==> config.mk <==
export PLATFORM = sky130hd
export DESIGN_NAME = mem_access_ctrl
export DESIGN_NICKNAME = d
export VERILOG_FILES = /design/src/rtl/mem_access_pkg.sv /design/src/rtl/mem_load_ext.sv /design/src/rtl/mem_access_ctrl.sv
export SDC_FILE = /design/constraint.sdc
export NUM_CORES = 1
export LEC_CHECK = 0
export ABC_AREA = 1
export CORE_AREA = 3 3 121 123
export CTS_BUF_LIST = sky130_fd_sc_hd__clkbuf_8 sky130_fd_sc_hd__clkbuf_16
export CTS_CLUSTER_SIZE = 8
export DETAILED_ROUTE_END_ITERATION = 16
export DIE_AREA = 0 0 124 126
export HOLD_SLACK_MARGIN = 0.08
export PLACE_DENSITY = 0.82
export SLEW_MARGIN = 10
export SYNTH_ARGS = -nofsm -noshare
export SYNTH_HDL_FRONTEND = slang
export SYNTH_SLANG_ARGS = --single-unit
export TNS_END_PERCENT = 10
==> constraint.sdc <==
create_clock -name clk -period 7.8 [get_ports clk]
set_input_delay 1.56 -clock clk [delete_from_list [all_inputs] [get_ports clk]]
set_output_delay 1.56 -clock clk [all_outputs]
set_load 0.01 [all_outputs]
==> src/rtl/mem_access_pkg.sv <==
// Shared definitions for the MEM stage: op encodings and op helpers.
// Used by mem_access_ctrl and mem_load_ext.
package mem_access_pkg;

  localparam logic [3:0] OP_NONE = 4'd0;
  localparam logic [3:0] OP_LW   = 4'd1;
  localparam logic [3:0] OP_LH   = 4'd2;
  localparam logic [3:0] OP_LHU  = 4'd3;
  localparam logic [3:0] OP_LB   = 4'd4;
  localparam logic [3:0] OP_LBU  = 4'd5;
  localparam logic [3:0] OP_SW   = 4'd6;
  localparam logic [3:0] OP_SH   = 4'd7;
  localparam logic [3:0] OP_SB   = 4'd8;

  typedef struct packed {
    logic        valid;
    logic        we;
    logic [4:0]  wreg;
    logic [31:0] data;
    logic [31:0] pc;
  } mem_wb_t;

  function automatic logic is_load(input logic [3:0] op);
    return (op >= OP_LW) && (op <= OP_LBU);
  endfunction

  function automatic logic is_store(input logic [3:0] op);
    return (op >= OP_SW) && (op <= OP_SB);
  endfunction

  function automatic logic is_aligned(
    input logic [3:0] op,
    input logic [1:0] lane
  );
    logic ok;
    case (op)
      OP_LW, OP_SW:         ok = (lane == 2'b00);
      OP_LH, OP_LHU, OP_SH: ok = ~lane[0];
      default:              ok = 1'b1;
    endcase
    return ok;
  endfunction

endpackage

==> src/rtl/mem_load_ext.sv <==
// Load data extraction: picks the byte/half lane from the read word
// and sign- or zero-extends it to 32 bits.
module mem_load_ext
  import mem_access_pkg::*;
(
  input  logic [3:0]  op,
  input  logic [1:0]  lane,
  input  logic [31:0] word,
  output logic [31:0] data
);

  logic [7:0]  byte_sel;
  logic [15:0] half_sel;

  always_comb begin
    byte_sel = word[{lane, 3'b000} +: 8];
    half_sel = lane[1] ? word[31:16] : word[15:0];
  end

  always_comb begin
    data = '0;
    case (op)
      OP_LW:   data = word;
      OP_LH:   data = {{16{half_sel[15]}}, half_sel};
      OP_LHU:  data = {16'h0, half_sel};
      OP_LB:   data = {{24{byte_sel[7]}}, byte_sel};
      OP_LBU:  data = {24'h0, byte_sel};
      default: data = '0;
    endcase
  end

endmodule

==> src/rtl/mem_access_ctrl.sv <==
// MEM stage: store merge into word writes, load extraction, MEM/WB register.
// Define MEM_ACCESS_TRACE_EN to print every data-memory write in simulation.
module mem_access_ctrl
  import mem_access_pkg::*;
#(
  parameter int ADDR_W = 32,
  parameter int DATA_W = 32
) (
  input  logic              clk,
  input  logic              rst,
  input  logic              valid_i,
  input  logic [3:0]        op_i,
  input  logic [ADDR_W-1:0] addr_i,
  input  logic [DATA_W-1:0] wdata_i,
  input  logic [DATA_W-1:0] alu_i,
  input  logic [4:0]        wreg_i,
  input  logic [ADDR_W-1:0] pc_i,
  input  logic              stall_i,
  input  logic              flush_i,
  output logic              dm_wr_o,
  output logic [ADDR_W-1:0] dm_addr_o,
  output logic [DATA_W-1:0] dm_wd_o,
  input  logic [DATA_W-1:0] dm_rd_i,
  output logic              wb_valid_o,
  output logic              wb_we_o,
  output logic [4:0]        wb_wreg_o,
  output logic [DATA_W-1:0] wb_data_o,
  output logic [ADDR_W-1:0] wb_pc_o,
  output logic              misalign_o
);

  logic [1:0]        lane;
  logic              live;
  logic              load;
  logic              store;
  logic              aligned;
  logic [DATA_W-1:0] ld_data;
  logic [DATA_W-1:0] wb_next;

  assign lane    = addr_i[1:0];
  assign live    = valid_i & ~flush_i & ~rst;
  assign load    = is_load(op_i);
  assign store   = is_store(op_i);
  assign aligned = is_aligned(op_i, lane);

  assign dm_addr_o = {addr_i[ADDR_W-1:2], 2'b00};
  assign dm_wr_o   = live & store & aligned & ~stall_i;

  // Merge against the word currently in memory (read-modify-write)
  always_comb begin
    dm_wd_o = dm_rd_i;
    case (op_i)
      OP_SW: dm_wd_o = wdata_i;
      OP_SH: begin
        if (lane[1]) dm_wd_o[31:16] = wdata_i[15:0];
        else         dm_wd_o[15:0]  = wdata_i[15:0];
      end
      OP_SB: dm_wd_o[{lane, 3'b000} +: 8] = wdata_i[7:0];
      default: dm_wd_o = dm_rd_i;
    endcase
  end

  mem_load_ext u_ext (
    .op   (op_i),
    .lane (lane),
    .word (dm_rd_i),
    .data (ld_data)
  );

  always_comb begin
    wb_next = '0;
    if (op_i == OP_NONE)     wb_next = alu_i;
    else if (load & aligned) wb_next = ld_data;
  end

  always_ff @(posedge clk) begin
    if (rst) begin
      wb_valid_o <= 1'b0;
      wb_we_o    <= 1'b0;
      wb_wreg_o  <= '0;
      wb_data_o  <= '0;
      wb_pc_o    <= '0;
      misalign_o <= 1'b0;
    end else begin
      misalign_o <= live & ~aligned & ~stall_i;
      if (!stall_i) begin
        wb_valid_o <= live;
        wb_we_o    <= live & (load | (op_i == OP_NONE))
                      & aligned & (wreg_i != 5'd0);
        wb_wreg_o  <= wreg_i;
        wb_data_o  <= wb_next;
        wb_pc_o    <= pc_i;
      end
    end
  end

`ifdef MEM_ACCESS_TRACE_EN
  always @(posedge clk) begin
    if (dm_wr_o)
      $display("%d@%h: *%h <= %h", $time, pc_i, addr_i, dm_wd_o);
  end
`else
`endif

endmodule
==> Yosys cells after proc, flatten, opt, wreduce, memory -nomap -nowiden <==
Index checks and enable logic that the tools add are counted.
{ "classes": {"bitwise_logic": 17, "order_cmp": 4, "addsub": 1, "div_mod_pow": 0, "eq_ne": 8, "n_reduce_logical": 7, "mul": 0, "n_mux": 9, "shifts": 3} }
{ "ops": {"columns": ["op", "n"], "rows": [
  ["32-bit case mux with 5 select lines", 1],
  ["32-bit case mux with 3 select lines", 1],
  ["32-bit two-way mux", 2],
  ["16-bit two-way mux", 3],
  ["32-bit bitwise mux", 1],
  ["8-bit by 7-bit variable shift with 32-bit output, first input constant", 1],
  ["32-bit by 6-bit variable part select with 8-bit output", 1],
  ["8-bit by 7-bit variable part select with 32-bit output", 1],
  ["4-bit by 3-bit equality test with 1-bit output, second input constant", 4],
  ["1-bit AND", 11],
  ["4-bit by 2-bit equality test with 1-bit output, second input constant", 2],
  ["5-bit negation with 7-bit output", 1],
  ["1-bit NOT", 5],
  ["5-bit nonzero test", 1],
  ["4-bit by 1-bit equality test with 1-bit output, second input constant", 1],
  ["4-bit equality test, second input constant", 1],
  ["4-bit by 1-bit greater-or-equal comparator with 1-bit output, second input constant", 1],
  ["4-bit by 3-bit greater-or-equal comparator with 1-bit output, second input constant", 1],
  ["4-bit by 3-bit less-or-equal comparator with 1-bit output, second input constant", 1],
  ["4-bit less-or-equal comparator, second input constant", 1],
  ["4-bit zero test", 1],
  ["3-bit OR reduction", 1],
  ["1-bit logical AND", 2],
  ["2-bit zero test", 1],
  ["3 further kinds", 3]
]} }
{ "word_totals": {"in_bits": 174, "out_inout_bits": 137, "ramBits": 0, "memories": 0, "latchBits": 0, "regBits": 72, "romBits": 0, "wordCells": 55} }

==> Depth between registers and ports, before layout <==
Gate-level depths: netlist of the first run.
{ "logic_depth": {"depth_word": 6, "mapped_depth": 12, "ltp_nobuf": 9} }

==> By module <==
From an unflattened synthesis of the first run, not the netlist that was laid out.
{ "hier_totals": {"hier_cells": 884, "hier_area_um2": 5550.3} }
{ "modules_own_cells": {"columns": ["mod", "seq_area_each_um2", "area_per_inst_um2", "cells_per_inst", "instances"], "rows": [
  ["mem_access_ctrl", 1441.4, 4505.6, 699, 1],
  ["mem_load_ext", 0.0, 1044.8, 185, 1]
]} }

==> Worst setup path before layout of the first run <==
Ideal clock, no wire load.
{ "synth_timing": {"kind": "input to output", "start": "input addr_i[1]", "end": "output dm_wd_o[16]", "stages": 11, "path_buffers": 3, "slack_ns": 2.950, "arrival_time_ns": 3.290, "required_time_ns": 6.240, "cell_sequence": "inv_1 buf_2 clkbuf_1 ha_1 buf_4 clkinv_1 nor2_1 nand3_1 a21oi_1 a21oi_1 nand3_1"} }
{ "synth_via": {"elab_chain_len": 4, "elab_cells_between_ends": 6, "classes_between": "add/sub (1); shift (2); mux (3)"} }
{ "synth_lines": {"columns": ["item", "line", "text"], "rows": [
  ["start, declared", "mem_access_ctrl.sv:13", "input logic [ADDR_W-1:0] addr_i,"],
  ["5-bit negation with 7-bit output", "mem_access_ctrl.sv:58", "OP_SB: dm_wd_o[{lane, 3'b000} +: 8] = wdata_i[7:0];"],
  ["8-bit by 7-bit variable part select with 32-bit output or 8-bit by 7-bit variable shift with 32-bit output (tied branches)", "mem_access_ctrl.sv:58", null],
  ["32-bit bitwise mux", "mem_access_ctrl.sv:58", null],
  ["32-bit case mux with 3 select lines *", "mem_access_ctrl.sv:52", "case (op_i)"],
  ["end, declared", "mem_access_ctrl.sv:22", "output logic [DATA_W-1:0] dm_wd_o,"]
]} }
Every way passes the cells marked *; elsewhere a longest branch is shown, timed or not.

==> Final worst setup path of the first run <==
{ "layout_timing": {"start": "input addr_i[0]", "end": "output dm_wd_o[18]"} }
{ "layout_via": {"elab_chain_len": 4, "elab_cells_between_ends": 5, "classes_between": "add/sub (1); shift (2); mux (2)"} }
{ "layout_lines": {"columns": ["item", "line"], "rows": [
  ["5-bit negation with 7-bit output *", "mem_access_ctrl.sv:58"],
  ["8-bit by 7-bit variable part select with 32-bit output or 8-bit by 7-bit variable shift with 32-bit output (tied branches)", "mem_access_ctrl.sv:58"],
  ["32-bit bitwise mux *", "mem_access_ctrl.sv:58"],
  ["32-bit case mux with 3 select lines *", "mem_access_ctrl.sv:52"]
]} }
Marked as above.

==> metrics.cfg, run 1 <==
[sta]
finalSetupViolations=0
slew_headroom_pct=23.2
min_period_over_period_pct=82.2
clock_skew_ns=0
finalWorstPathRequiredPeriod_ns=6.41
tightest_slew_ns=1.15
fin_setup_tns_ns=0
setup_slack_ns=1.39
finalMaxSlewViolations=0
max_freq_mhz=156
finalHoldViolations=0
rsz0062_at_grt=no

[setup_path]
startpoint_type=primary input
cp_max_fo=16
end_kind=output pin
cp.arrival_ns=4.85
cp.required_ns=6.24
critPathKind=primary input to output pin

[logic_synthesis]
synth_edf_count=0
yosysTopAreaCell=dfxtp_1
synth_top_family_by_area=simple AND/OR/NAND/NOR gates
async_reset_ff_share_pct=0
yosysTopAreaCellShare_pct=27.0
seq_area_frac_synth_pct=27.0
synthXorXnorAreaFrac_pct=0
synth_compound_area_share_pct=19.1
synth-seq-cells=72
synthAdderAreaFrac_pct=1.17
synth-simple-area-share_pct=37.5
mappedNetlistArea_sq_um=5340
synthTopCellsByArea=dfxtp_1, nand2_1, nand3_1, o21ai_0, nor2_1
synth_ff_type=dfxtp_1
synthMuxAreaShare_pct=0
netlist_instances=904
synth.avg_cell_area_sq_um=5.90
synth_most_common_cell=nand2_1
synth_common_cells=nand2_1, nor2_1, nand3_1
ys_warn_count=0
synth.distinct_cells=34

[outcome]
outcome=finished clean

[place]
portBuffers=248
hpwl_microns=15700
place.gp.congestion=0.984
placed_area_sq_um=7570
place_ws_ns=1.47

[finish]
fillCellCount=1388
final_area_sq_um=7880
diodes=0
drive_gt1_share_pct=3.87
final_nets=1259
syn_to_final_growth_pct=47.6

[route]
detail_route.wl_per_cell_microns=16.3
viasPerCell=5.17
drt_iter0_markers=566
highest_layer=met4
drc=0
num_vias=6535
dr_wl_met3_microns=1500
dr.pass1.iters=5
met2_length_microns=10100
drt-met1-wl_microns=8440
antenna_left=0
wirelength_microns=20600

[grt]
grt_max_degree=105
grt_use_total_pct=25.7
grt_pass1_wl_microns=31800
antenna_found_initial=0
grt_overflow=0
grt_pass1_vias=5980

[clock_tree]
clk_latency_ns=0.33
cts_sinks=72
cts_hold_buf=0
clock-root-buffer=clkbuf_16
cts_buffers=9
cts_buffer_depth=2
cts_tree=done
post_cts_resized=0
htree_levels=3
clk_pin_slew_worst_paths_ns=0.05
cts_setup_buffers=0

[job]
cap_violations=0

[floorplanning]
die_y_microns=126
ioPinCount=311
rows=43
dieArea_sq_um=15600
start_util_pct=38.7
die_width_microns=124
placeableCoreArea_sq_um=13800

[pwr]
p_leak_nw=3.45
powerDensity_nw_per_um2=146
irDropWorstVdd_uv=131

[min_path]
min-delay-path-class=register to register

-- through the flow --
step | utilization [%] | power [W] | hold slack (ns) | cells
after floorplan | - | 0.000576 | 0.484 | 905
after global placement | 55.0 | 0.000743 | 0.453 | 1249
after detailed placement | 55.0 | 0.000746 | 0.465 | 1249
after CTS | 57.2 | 0.00116 | 0.474 | 1265
after global routing | 57.2 | 0.00121 | 0.496 | 1265
final | 57.2 | 0.00115 | 0.470 | 1265
-- worst paths after layout --
| path | startpoint | end | slack, ns | cells past startpoint |
|---|---|---|---|---|
| setup / recovery | addr_i[0] | dm_wd_o[18] | 1.39 | 10 |
| hold / removal | wb_we_o | wb_we_o | 0.47 | 2 |
| setup reg to reg | wb_wreg_o[3] | wb_wreg_o[3] | 7.11 | 2 |
| hold reg to reg | wb_we_o | wb_we_o | 0.47 | 2 |
-- worst max-delay path: stages --
cell             delay (ns)
clkdlybuf4s50_1        0.61
inv_1                  0.28
ha_1                   0.54
clkinv_1               0.35
nor2_1                 0.51
nand3_1                0.13
a21oi_1                0.15
a21oi_1                0.08
nand3_1                0.08
clkdlybuf4s50_1        0.55
-- placed cells by master, fill, tap and decap left out, types with 5 or more instances in the layout --
cell / n
a32oi_1: 8
nor2_1: 140
dfxtp_1: 72
clkdlybuf4s50_1: 248
a21oi_1: 66
inv_1: 72
clkbuf_16: 9
nand3_1: 111
nand4_1: 10
o21ai_0: 110
ha_1: 5
buf_4: 5
inv_2: 5
nand2_1: 194
-- flip-flops by register name (all words and copies together) (netlist names) --
register / count
misalign_o: 1
wb_wreg_o: 5
wb_pc_o: 32
wb_we_o: 1
wb_data_o: 32
wb_valid_o: 1
-- cells by family (layout without fill, tap and decap cells) --
kind of cell               count (synthesis)  in the layout
DFF                                       72             72
AOI/OAI and AO/OA                        191            191
other                                      1              2
buffers and inverters                    167            347
adders and majority gates                  5              5
and+or+nand+nor                          468            468
-- area by class of cell --
class | count | area, sq um | share of cell area (%)
Tap cell | 180 | 225 | 2.86
Multi-Input combinational cell | 666 | 3090 | 39.3
Timing Repair Buffer | 253 | 2520 | 32.0
Clock buffer | 10 | 239 | 3.03
Inverter | 78 | 293 | 3.72
Clock inverter | 6 | 66.3 | 0.842
Sequential cell | 72 | 1440 | 18.3
-- report_power, final --
part           switching [W]  internal [W]  total [W]
Clock               0.000154      0.000256   0.000411
Combinational       0.000171      0.000169   0.000339
Sequential         0.0000114      0.000391   0.000402
Total               0.000336      0.000816    0.00115
-- metal layers --
metal,GRT usage (%),up-vias
met5,0,-
met4,8.25,0
met1,32.6,2960
li1,-,3261
met3,5.52,52
met2,43.2,262
No activity file was read; power rests on OpenSTA's default activity.
==> inputs of run 2 (changes only) <==
CORE_AREA = not set   (was 3 3 121 123)
CORE_MARGIN = 3   (was not set)
CORE_UTILIZATION = 39   (was not set)
DIE_AREA = not set   (was 0 0 124 126)
clock period = 6.1 ns   (was 7.8 ns; I/O delays follow)
==> metrics.cfg, run 2 (synthesized netlist as in run 1, its figures left out) <==
[min_path]
min-delay-path-class=register to register
min_from=wb_valid_o

[sta]
rsz0062_at_grt=no
max_freq_mhz=173
slew_headroom_pct=21.7
finalMaxSlewViolations=0
finalHoldViolations=0
finalSetupViolations=0
clock_skew_ns=0
min_period_over_period_pct=94.7
tightest_slew_ns=1.17
fin_setup_tns_ns=0
finalWorstPathRequiredPeriod_ns=5.78

[finish]
drive_gt1_share_pct=3.87
reg_top3=wb_data_o: 32 flops, wb_pc_o: 32 flops, wb_wreg_o: 5 flops
final_common_cell=clkdlybuf4s50_1
final_cell_mix=clkdlybuf4s50_1, nand2_1, nor2_1, nand3_1, o21ai_0
syn_to_final_growth_pct=47.6
final_nets=1260
diodes=0

[clock_tree]
cts_setup_buffers=0
clk_pin_slew_worst_paths_ns=0.05
cts_hold_buf=0
post_cts_resized=0
clock-root-buffer=clkbuf_16
cts_sinks=72
clk_latency_ns=0.33
cts_tree=done
htree_levels=3
cts_buffer_depth=2
cts_buffers=9

[pwr]
total_power_w=0.00147
powerDensity_nw_per_um2=187
clock_power_share_pct=35.5
seqPwrFrac_pct=34.9
p_int_w=0.00104
irDropWorstVdd_uv=123
p_switching_w=0.000432
p_comb_share_pct=29.6
swShare_pct=29.3
p_leak_nw=3.47

[grt]
antenna_found_initial=0
grt_pass1_vias=5985
grt_max_degree=105
grt_overflow=0
grt_use_total_pct=26.3
grt_pass1_wl_microns=31500

[route]
dr_wl_met3_microns=1600
wirelength_microns=20700
met2_length_microns=10000
drc=0
detail_route.wl_per_cell_microns=16.4
drt-met1-wl_microns=8460
dr.pass1.iters=5
num_vias=6511
antenna_left=0
viasPerCell=5.16
highest_layer=met4
drt_iter0_markers=684

[place]
portBuffers=248
hpwl_microns=16000
place.gp.congestion=0.952

[setup_path]
startpoint_type=primary input
cp.required_ns=4.88
cp_max_fo=16
timing.rr.start=wb_wreg_o[2]
critPathKind=primary input to output pin
cp.arrival_ns=4.56
end_kind=output pin
worstSetupStartpoint=addr_i[0]

[floorplanning]
dieArea_sq_um=15100
die_y_microns=123
ioPinCount=311
rows=42
placeableCoreArea_sq_um=13300
start_util_pct=40.1
die_width_microns=123

[outcome]
outcome=finished clean

[job]
cap_violations=0

-- run 2: per-layer routing --
| layer | up-vias | GRT usage, % |
|---|---|---|
| li1 | 3265 | - |
| met1 | 2920 | 34.0 |
| met2 | 280 | 43.9 |
| met3 | 46 | 5.44 |
| met4 | 0 | 8.40 |
| met5 | - | 0 |
-- run 2: path summary, 6_finish.rpt --
| path | to | slack, ns | cells past startpoint |
|---|---|---|---|
| setup / recovery | dm_wd_o[21] | 0.32 | 10 |
| setup reg to reg | wb_wreg_o[2] | 5.40 | 2 |
| hold / removal | wb_valid_o | 0.47 | 2 |
| hold reg to reg | wb_valid_o | 0.47 | 2 |
-- run 2: power groups by stage --
stage | combinational, W | clock, W | sequential, W
after floorplan | 0.000200 | 0 | 0.000537
after global placement | 0.000430 | 0 | 0.000523
after detailed placement | 0.000432 | 0 | 0.000524
after CTS | 0.000434 | 0.000532 | 0.000514
after global routing | 0.000475 | 0.000554 | 0.000518
final | 0.000436 | 0.000523 | 0.000514
-- run 2: cell type report --
| class | count | area, sq um |
|---|---|---|
| inverters | 78 | 293 |
| clock inverters | 6 | 60.1 |
| multi-input cells | 666 | 3090 |
| repair buffers | 254 | 2530 |
| well taps | 176 | 220 |
| flip-flops and latches | 72 | 1440 |
| fillers | 1302 | 5420 |
| clock buffers | 10 | 239 |
-- run 2: stage by stage --
stage	area, sq um	std cells	hold WS, ns	utilization, %	setup WS [ns]
2_1_floorplan	5340	905	0.484	-	1.93
3_3_place_gp	7570	1246	0.461	57.0	0.490
3_5_place_dp	7570	1246	0.460	57.0	0.443
4_1_cts	7870	1262	0.477	59.2	0.431
5_1_grt	7870	1262	0.494	59.2	0.0865
6_report	7870	1262	0.473	59.2	0.323
-- run 2: critical path, stage by stage --
cell and delay (ns):
clkdlybuf4s50_1 0.65, inv_1 0.30, ha_1 0.56, clkinv_1 0.33
nor2_1 0.51, nand3_1 0.13, a21oi_1 0.15, a21oi_1 0.07
nand3_1 0.08, clkdlybuf4s50_1 0.55
